$ cat config.mk
export PLATFORM = sky130hd
export DESIGN_NAME = sum_window_framer
export DESIGN_NICKNAME = d
export VERILOG_FILES = /design/src/rtl/sum_window_framer.sv
export SDC_FILE = /design/constraint.sdc
export NUM_CORES = 1
export LEC_CHECK = 0
export BUFFER_PORTS_ARGS = -buffer_cell sky130_fd_sc_hd__buf_2
export CORE_ASPECT_RATIO = 0.6
export CORE_UTILIZATION = 55
export CTS_CLUSTER_DIAMETER = 200
export DETAILED_ROUTE_END_ITERATION = 8
export GPL_ROUTABILITY_DRIVEN = 0
export PLACE_DENSITY = 0.76
export SETUP_SLACK_MARGIN = 0.02
export SLEW_MARGIN = 10
export SYNTH_ARGS = -nofsm -noshare
export SYNTH_HDL_FRONTEND = slang
export SYNTH_SLANG_ARGS = --single-unit
$ cat constraint.sdc
create_clock -name clk -period 7.5 [get_ports clk]
set_clock_uncertainty 0.1 [all_clocks]
set_input_delay 2.25 -clock clk [delete_from_list [all_inputs] [get_ports clk]]
set_output_delay 2.25 -clock clk [all_outputs]
set_load 0.05 [all_outputs]
$ cat src/rtl/sum_window_framer.sv
// Window accumulator for the adder sum stream: saturating 16-bit total and max,
// emitted as a 4-byte frame over a byte-wide valid/ready port.
module sum_window_framer #(
    parameter int WINDOW = 16
) (
    input  logic       clk,
    input  logic       rst_n,
    input  logic       clear,
    input  logic       s_valid,
    input  logic [7:0] s_data,
    output logic       s_ready,
    output logic       m_valid,
    input  logic       m_ready,
    output logic [7:0] m_data,
    output logic       m_last,
    output logic       busy
);

    localparam int CW = (WINDOW > 2) ? $clog2(WINDOW) : 1;
    localparam logic [CW-1:0] CNT_LAST = CW'(WINDOW - 1);

    typedef enum logic {
        ACCUM,
        EMIT
    } state_e;

    state_e        state_q;
    logic [15:0]   acc_q;
    logic [7:0]    max_q;
    logic [CW-1:0] cnt_q;
    logic          sat_q;
    logic [1:0]    idx_q;

    logic [16:0]   sum_d;
    logic [15:0]   acc_d;
    logic          sat_d;
    logic [7:0]    max_d;

    // 17-bit sum exposes the carry that makes the total stick at 0xFFFF
    always_comb begin
        sum_d = {1'b0, acc_q} + {9'b0, s_data};
        acc_d = sum_d[16] ? 16'hFFFF : sum_d[15:0];
        sat_d = sat_q | sum_d[16];
        max_d = (s_data > max_q) ? s_data : max_q;
    end

    always_ff @(posedge clk) begin
        if (!rst_n || clear) begin
            state_q <= ACCUM;
            acc_q   <= '0;
            max_q   <= '0;
            cnt_q   <= '0;
            sat_q   <= 1'b0;
            idx_q   <= '0;
        end else begin
            unique case (state_q)
                ACCUM: begin
                    if (s_valid) begin
                        acc_q <= acc_d;
                        sat_q <= sat_d;
                        max_q <= max_d;
                        if (cnt_q == CNT_LAST) begin
                            cnt_q   <= '0;
                            idx_q   <= '0;
                            state_q <= EMIT;
                        end else begin
                            cnt_q <= cnt_q + CW'(1);
                        end
                    end
                end
                EMIT: begin
                    if (m_ready) begin
                        if (idx_q == 2'd3) begin
                            state_q <= ACCUM;
                            acc_q   <= '0;
                            max_q   <= '0;
                            cnt_q   <= '0;
                            sat_q   <= 1'b0;
                            idx_q   <= '0;
                        end else begin
                            idx_q <= idx_q + 2'd1;
                        end
                    end
                end
                default: state_q <= ACCUM;
            endcase
        end
    end

    // Outputs decode registered state only; no path from s_valid/m_ready
    always_comb begin
        s_ready = (state_q == ACCUM);
        m_valid = (state_q == EMIT);
        m_last  = 1'b0;
        m_data  = 8'h00;
        if (state_q == EMIT) begin
            m_last = (idx_q == 2'd3);
            unique case (idx_q)
                2'd0: m_data = {4'hA, 3'b000, sat_q};
                2'd1: m_data = acc_q[15:8];
                2'd2: m_data = acc_q[7:0];
                2'd3: m_data = max_q;
                default: m_data = 8'h00;
            endcase
        end
        busy = (state_q == EMIT) || (cnt_q != '0);
    end

endmodule

### After elaboration in Yosys (flattened, before gate mapping)

Cells that the tools add are included.

| storage, ports and cells | value |
|---|---|
| output and inout port bits | 12 |
| register bits after elaboration | 32 |
| word-level logic and storage cells | 61 |
| latch bits | 0 |
| memories | 0 |
| ROM bits | 0 |
| memory bits (writable) | 0 |

| operators by class | value |
|---|---|
| bitwise operators | 2 |
| div/mod/pow operators | 0 |
| equal/unequal tests | 9 |
| $mul | 0 |
| muxes and demuxes | 32 |
| reductions and logical operators | 8 |
| shift operators | 0 |
| add/subtract/negate cells | 3 |
| magnitude comparators | 1 |

Operator list:

| cell | number |
|---|---|
| 16-bit 2-to-1 mux | 4 |
| 8-bit 2-to-1 mux | 5 |
| 16-bit one-hot mux with 2 select lines | 1 |
| 8-bit one-hot mux with 4 select lines | 1 |
| 16-bit by 8-bit adder with 17-bit output | 1 |
| 4-bit 2-to-1 mux | 4 |
| 8-bit one-hot mux with 2 select lines | 1 |
| 8-bit greater-than comparator | 1 |
| 1-bit 2-to-1 mux | 8 |
| 2-bit 2-to-1 mux | 4 |
| 4-bit one-hot mux with 2 select lines | 1 |
| 2-bit by 1-bit != test with 1-bit output (second input constant) | 3 |
| 3-bit AND reduction | 2 |
| 4-bit by 1-bit adder with 4-bit output (second input constant) | 1 |
| 2-bit == test (second input constant) | 2 |
| 4-bit == test (second input constant) | 1 |
| 2-bit != test (second input constant) | 2 |
| 1-bit one-hot mux with 2 select lines | 2 |
| 2-bit one-hot mux with 2 select lines | 1 |
| 4-bit AND reduction | 1 |
| 4-bit nonzero test | 1 |
| 2-bit by 1-bit adder with 2-bit output (second input constant) | 1 |
| 2-bit by 1-bit == test with 1-bit output (second input constant) | 1 |
| 2-bit zero test | 1 |
| 4 further kinds | 5 |

### Depth between registers and ports, before layout

Gate-level depths: netlist of the first run.

| depth | value |
|---|---|
| word-level depth | 4 |
| depth in mapped cells | 8 |

### Worst setup path before layout of the first run

OpenSTA, ideal clock, no wires.

| path | value |
|---|---|
| path type | register to output |
| from | reg state_q (netlist: m_valid) |
| to | out m_data[5] |
| path slack | 2884 ps |
| buffers on the path | 2 |
| stages on the path, launching flop included | 5 |
| data arrival time | 2266 ps |
| required time | 5150 ps |
| path through | dfxtp_1 buf_2 inv_1 clkbuf_1 a21oi_1 |

| on the way | value |
|---|---|
| word-level cells in the longest chain between the ends | 1 |

Ends and longest elaborated chain:

| element | RTL line | RTL |
|---|---|---|
| start, declared | 27 | `state_e state_q;` |
| start signal, assigned | 49 | `state_q <= ACCUM;` |
| start signal, assigned | 65 | `state_q <= EMIT;` |
| start signal, assigned | 74 | `state_q <= ACCUM;` |
| 8-bit 2-to-1 mux | 96 | `if (state_q == EMIT) begin` |
| end, declared | 14 | `output logic [7:0] m_data,` |

Every way passes these cells.

### Worst setup path after layout of the first run

| path | value |
|---|---|
| from | reg idx_q[0] |
| to | out m_data[0] |

| on the way | value |
|---|---|
| word-level cells in the longest chain between the ends | 3 |
| elaborated cells between the ends (all ways) | 6 |

Ends and longest elaborated chain:

| element | RTL line | RTL |
|---|---|---|
| start, declared | 32 | `logic [1:0] idx_q;` |
| start signal, assigned | 81 | `idx_q <= idx_q + 2'd1;` |
| 2-bit == test, or another cell as far along | 98 | `unique case (idx_q)` |
| 8-bit one-hot mux with 4 select lines * | 98 |  |
| 8-bit 2-to-1 mux * | 96 |  |

Every way passes the cells marked *; elsewhere a longest branch is shown, timed or not.

==> impl_metrics.tcl, run 1 <==
set metrics [dict create \
    status "finished with violations" \
    failed_checks "DRC" \
    syn_avg_cell_area_um2 8.29 \
    syn_nets 304 \
    wire_per_inst_um 17.3 \
    synth_edf_count 0 \
    h-tree-depth 2 \
    drive_above_1_share 0.142 \
    p_per_area_nw_per_um2 156 \
    first_global_vias 1853 \
    rsz0062_at_grt "no" \
    min_path_type "flip-flop to flip-flop" \
    dpl-instance-area_um2 2350 \
    cp_slowest_cell "dfxtp_1" \
    clock-sinks 32 \
    clk_pin_slew_ns 0.07 \
    ys_warn_count 0 \
    synth_area_um2 2220 \
    drtIter0Drc 275 \
    cp_max_fo 8 \
    required_ns 5.15 \
    ys_dominant_reg_cell "dfxtp_1" \
    netlist_instances 268 \
    clk_path_buf_depth 2 \
    start_util 0.590 \
    period_share 0.573 \
    tns_ns 0 \
    path_class "flip-flop to primary output" \
    slowest_delay_ns 0.40 \
    postLayoutCellArea_um2 2440 \
    wl_um 5820 \
    via_per_inst 6.28 \
    fmax_mhz 233 \
    grt_pass1_wl_um 9650 \
    synth_top_family_by_area "compound AO/OA/AOI/OAI gates" \
    crit_path_frequent_cell "nor2_1" \
    final_common_cell "dfxtp_1" \
    antenna_found_initial 0 \
    layout.nets 324 \
    final-max-slew-violation-count 0 \
    pin_count 25 \
    leakage_nw 1.01 \
    ys_ff_latch 32 \
    async_reset_ff_frac 0 \
    antenna_cells 0 \
    synth_fa_ha_area_frac 0.133 \
    drc 6 \
    ir_worst_vdd_mv 0.0912 \
    die_h_um 51.2 \
    synth-xor-area-share 0.0276 \
    period_needed_ns 4.30 \
    syn2layout_area_growth_pct 9.85 \
    cts_tree "built" \
    drtPass1Iterations 7 \
    portBuffers 24 \
    final_cell_mix "dfxtp_1 (32), nand2_1 (29), buf_2 (24), nor2_1 (22), ha_1 (22)" \
    num_rows 17 \
    worst-path-buf-inv 2 \
    worstMarginPinSlew_ns 0.975 \
    synth_top_cell_by_area "dfxtp_1" \
    grt_remaining_overflow 0 \
    synth-simple-area-share 0.218 \
    cts_root_buf "clkbuf_8" \
    hold_viol_final 0 \
    clk_latency_ns 0.29 \
    synth_top_area_frac 0.288 \
    dp_hpwl_um 4450 \
    cts_hold_buf 0 \
    fill_cells 337 \
    cts_buffers 5 \
    synth-compound-area-share 0.249 \
    grt_start_max_net_pins 21 \
    grt_usage 0.299 \
    maxCapViolCount 0 \
    arrival_ns 1.95 \
    post_cts_buffers 0 \
    dieArea_um2 4310 \
    cp_top_family "compound AO/OA/AOI/OAI gates" \
    cp-end-kind "primary output" \
    fp.dieW_um 84.1 \
    ys_seq_area_frac 0.288 \
    antenna_left 0 \
    muxShareOfSynthArea 0.0360 \
    setup_violations 0 \
    vias 2110 \
    synth_area_leaders "dfxtp_1 (29%), ha_1 (12%), nand2_1 (4.9%)" \
    cts_resized 0 \
    cp_cell_sequence "inv_1 -> ha_1 -> a222oi_1 -> nor2_1 -> a21oi_1 -> nor2_1 -> buf_2" \
    maxSlewHeadroom 0.347 \
    ys_types 53 \
    coreArea_um2 3760 \
    start_kind "flip-flop" \
]
==> cells in the mapped netlist (4+ instances only) <==
cell type   n
xor2_1      4
ha_1       22
a222oi_1    6
nand2_1    29
nor2_1     22
a21o_1      6
dfxtp_1    32
inv_1      13
o21ai_0    15
nand3_1    19
a22oi_1     4
a21oi_1    16
clkbuf_1    8
nand2b_1    4
o211ai_1    4
mux2i_1     8
==> registers in the layout, indices dropped and copies added, names as in the netlist <==
name,flops
acc_q,16
max_q,8
cnt_q,4
idx_q,2
m_valid,1
sat_q,1
==> per-layer routing <==
layer,GRT usage,vias up,share of wire
met3,0.0646,9,0.099
met4,0.0833,0,0.010
met5,0,-,0
met2,0.402,95,0.39
li1,-,1025,-
met1,0.466,981,0.50
==> metrics by stage <==
stage / hold slack [ns] / cells / setup WS (ns) / power [W] / utilization
6_report: 0.367 / 336 / 3.20 / 0.000380 / 0.648
5_1_grt: 0.393 / 336 / 3.07 / 0.000396 / 0.648
4_1_cts: 0.367 / 336 / 3.19 / 0.000381 / 0.648
3_5_place_dp: 0.357 / 328 / 3.04 / 0.000239 / 0.624
3_3_place_gp: 0.351 / 328 / 3.11 / 0.000238 / 0.624
2_1_floorplan: 0.334 / 268 / 2.88 / 0.000222 / -
==> report_power, final <==
group | switching [W] | internal [W] | leakage, nW
logic | 0.0000362 | 0.0000230 | 0.701
registers | 0.00000385 | 0.000174 | 0.259
clock network | 0.0000683 | 0.0000749 | 0.0455
total | 0.000108 | 0.000272 | 1.01
==> cell type report <==
type / count / area, um^2 / share of cell area
clock buffer: 8 / 90.1 / 0.0369
sequential: 32 / 641 / 0.262
timing repair buffer: 25 / 128 / 0.0523
inverter: 13 / 48.8 / 0.0200
multi-input combinational: 211 / 1480 / 0.604
tap: 47 / 58.8 / 0.0241
==> logic make-up after synthesis <==
logic type | after synthesis
simple gates | 97
compound gates | 76
flops | 32
buf+inv | 25
fa+ha+maj | 23
mux | 8
xor+xnor | 7
==> worst reg2reg max path, delay by kind of cell, from the launching register on <==
family          cells  cell delay (ns)
simple gates        2             0.62
compound gates      2             0.56
fa+ha+maj           1             0.44
flops               1             0.40
mux                 1             0.24
==> path summary, 6_finish.rpt <==
kind                                   to  cells after the start      from  slack [ns]
worst max-delay path            m_data[0]                      7  idx_q[0]        3.20
worst min-delay path             acc_q[5]                      2  acc_q[5]        0.37
worst max register to register   max_q[2]                      6  idx_q[0]        5.06
worst min register to register   acc_q[5]                      2  acc_q[5]        0.37
Note: power is estimated with default switching activity, not from simulation.
==> inputs of run 2 (changes only) <==
clock period = 4.22 ns   (was 7.5 ns; I/O delays follow)
==> impl_metrics.tcl, run 2 (same netlist as run 1, synthesis figures left out) <==
set metrics [dict create \
    postLayoutCellArea_um2 2440 \
    maxSlewHeadroom 0.357 \
    die_h_um 51.2 \
    setup_violations 0 \
    leakage_nw 1.01 \
    path_class "flip-flop to primary output" \
    rrSetupSlack_ns 1.70 \
    fmax_mhz 295 \
    rr_endpoint "acc_q[6]" \
    switching_share 0.286 \
    rsz0062_at_grt "no" \
    antenna_cells 0 \
    final-max-slew-violation-count 0 \
    fin_hold_ws_ns 0.367 \
    wl_um 6000 \
    clkPwrFrac 0.377 \
    cp_max_fo 8 \
    status "finished with violations" \
    failed_checks "DRC" \
    hold_path_depth 2 \
    topRoutingLayerUsed "met4" \
    period_share 0.803 \
    drtPass1Iterations 9 \
    grt_remaining_overflow 0 \
    final_common_cell "dfxtp_1" \
    cp-end-kind "primary output" \
    ir_worst_vdd_mv 0.192 \
    cts_hold_buf 0 \
    cts_root_buf "clkbuf_8" \
    min_from "acc_q[6]" \
    clk_pin_slew_ns 0.07 \
    grt_usage 0.296 \
    drive_above_1_share 0.142 \
    tns_ns 0 \
    drtIter0Drc 183 \
    fp.dieW_um 84.1 \
    worstMarginPinSlew_ns 0.961 \
    reg2reg_depth 7 \
    largest_reg_flops 16 \
    layout.nets 324 \
    power_frac_seq 0.467 \
    clk_latency_ns 0.30 \
    coreArea_um2 3760 \
    dp_hpwl_um 4440 \
    p_per_area_nw_per_um2 277 \
    dr_wl_met2_um 2320 \
    required_ns 2.85 \
    comb_power_share 0.156 \
    wire_per_inst_um 17.8 \
    syn2layout_area_growth_pct 9.85 \
    dp_cells 328 \
    num_rows 17 \
    cts_buffers 5 \
    vias 2106 \
    p_switching_w 0.000193 \
    worstHoldEndpoint "acc_q[6]" \
    start_util 0.590 \
    maxCapViolCount 0 \
    r2r_start "acc_q[0]" \
    wl_met1_um 2970 \
    pin_count 25 \
    via_per_inst 6.27 \
    instances_no_fill 336 \
    portBuffers 24 \
    post_cts_buffers 0 \
    grt_pass1_wl_um 9430 \
    arrival_ns 2.02 \
    dieArea_um2 4310 \
    period_needed_ns 3.39 \
    top_register "acc_q" \
    internal-power_w 0.000483 \
    met3_length_um 595 \
    reg_top3 "acc_q: 16 flops, max_q: 8 flops, cnt_q: 4 flops" \
    drc 6 \
    clk_path_buf_depth 2 \
    start_kind "flip-flop" \
    grt_start_max_net_pins 16 \
    cts_tree "built" \
    antenna_found_initial 0 \
    utilization 0.648 \
    clock-sinks 32 \
    dpl-instance-area_um2 2350 \
    cts_resized 0 \
    first_global_vias 1828 \
    h-tree-depth 2 \
    min_path_type "flip-flop to flip-flop" \
    antenna_left 0 \
    final_cell_mix "dfxtp_1 (32), nand2_1 (29), buf_2 (24), nor2_1 (22), ha_1 (22)" \
    hold_viol_final 0 \
]
==> run 2: cell counts in the layout (fill, tap and decap cells not counted) <==
No cell type changed its count.
==> run 2: how the worst max path moves through the flow <==
stage                     startpoint   endpoint  cells past startpoint
final                       idx_q[0]  m_data[0]                      7
after floorplan              m_valid  m_data[5]                      4
after detailed placement   s_data[0]  acc_q[11]                      8
after CTS                   idx_q[0]  m_data[0]                      7
after global placement     s_data[0]  acc_q[11]                      8
after global routing        idx_q[0]  m_data[0]                      7
==> run 2: worst max-delay path, stage by stage (launching register included) <==
cell and delay, ns:
dfxtp_1 0.39, inv_1 0.08, ha_1 0.32, a222oi_1 0.45, nor2_1 0.07, a21oi_1 0.13
nor2_1 0.05, buf_2 0.23
==> run 2: layout make-up <==
type                       instances  area [um^2]
timing repair buffer              25          128
tap                               47         58.8
fill                             345         1320
multi-input combinational        211         1480
clock buffer                       8         90.1
sequential                        32          641
inverter                          13         48.8
==> run 2: routing by layer <==
layer | global-route usage | vias up
met5 | 0 | -
met4 | 0.0747 | 0
met3 | 0.100 | 16
met2 | 0.389 | 112
met1 | 0.448 | 952
li1 | - | 1026
==> run 2: through the flow <==
step	power, W	setup WS [ns]
6_report	0.000676	0.830
5_1_grt	0.000702	0.704
4_1_cts	0.000673	0.883
3_3_place_gp	0.000423	0.817
2_1_floorplan	0.000395	0.588
3_5_place_dp	0.000425	0.726
==> run 2: power by group through the flow <==
stage	combinational [W]	sequential, W	clock, W
after floorplan	0.0000753	0.000319	0
after global placement	0.000101	0.000322	0
after detailed placement	0.000103	0.000322	0
after CTS	0.000104	0.000315	0.000254
after global routing	0.000115	0.000316	0.000270
final	0.000106	0.000316	0.000255
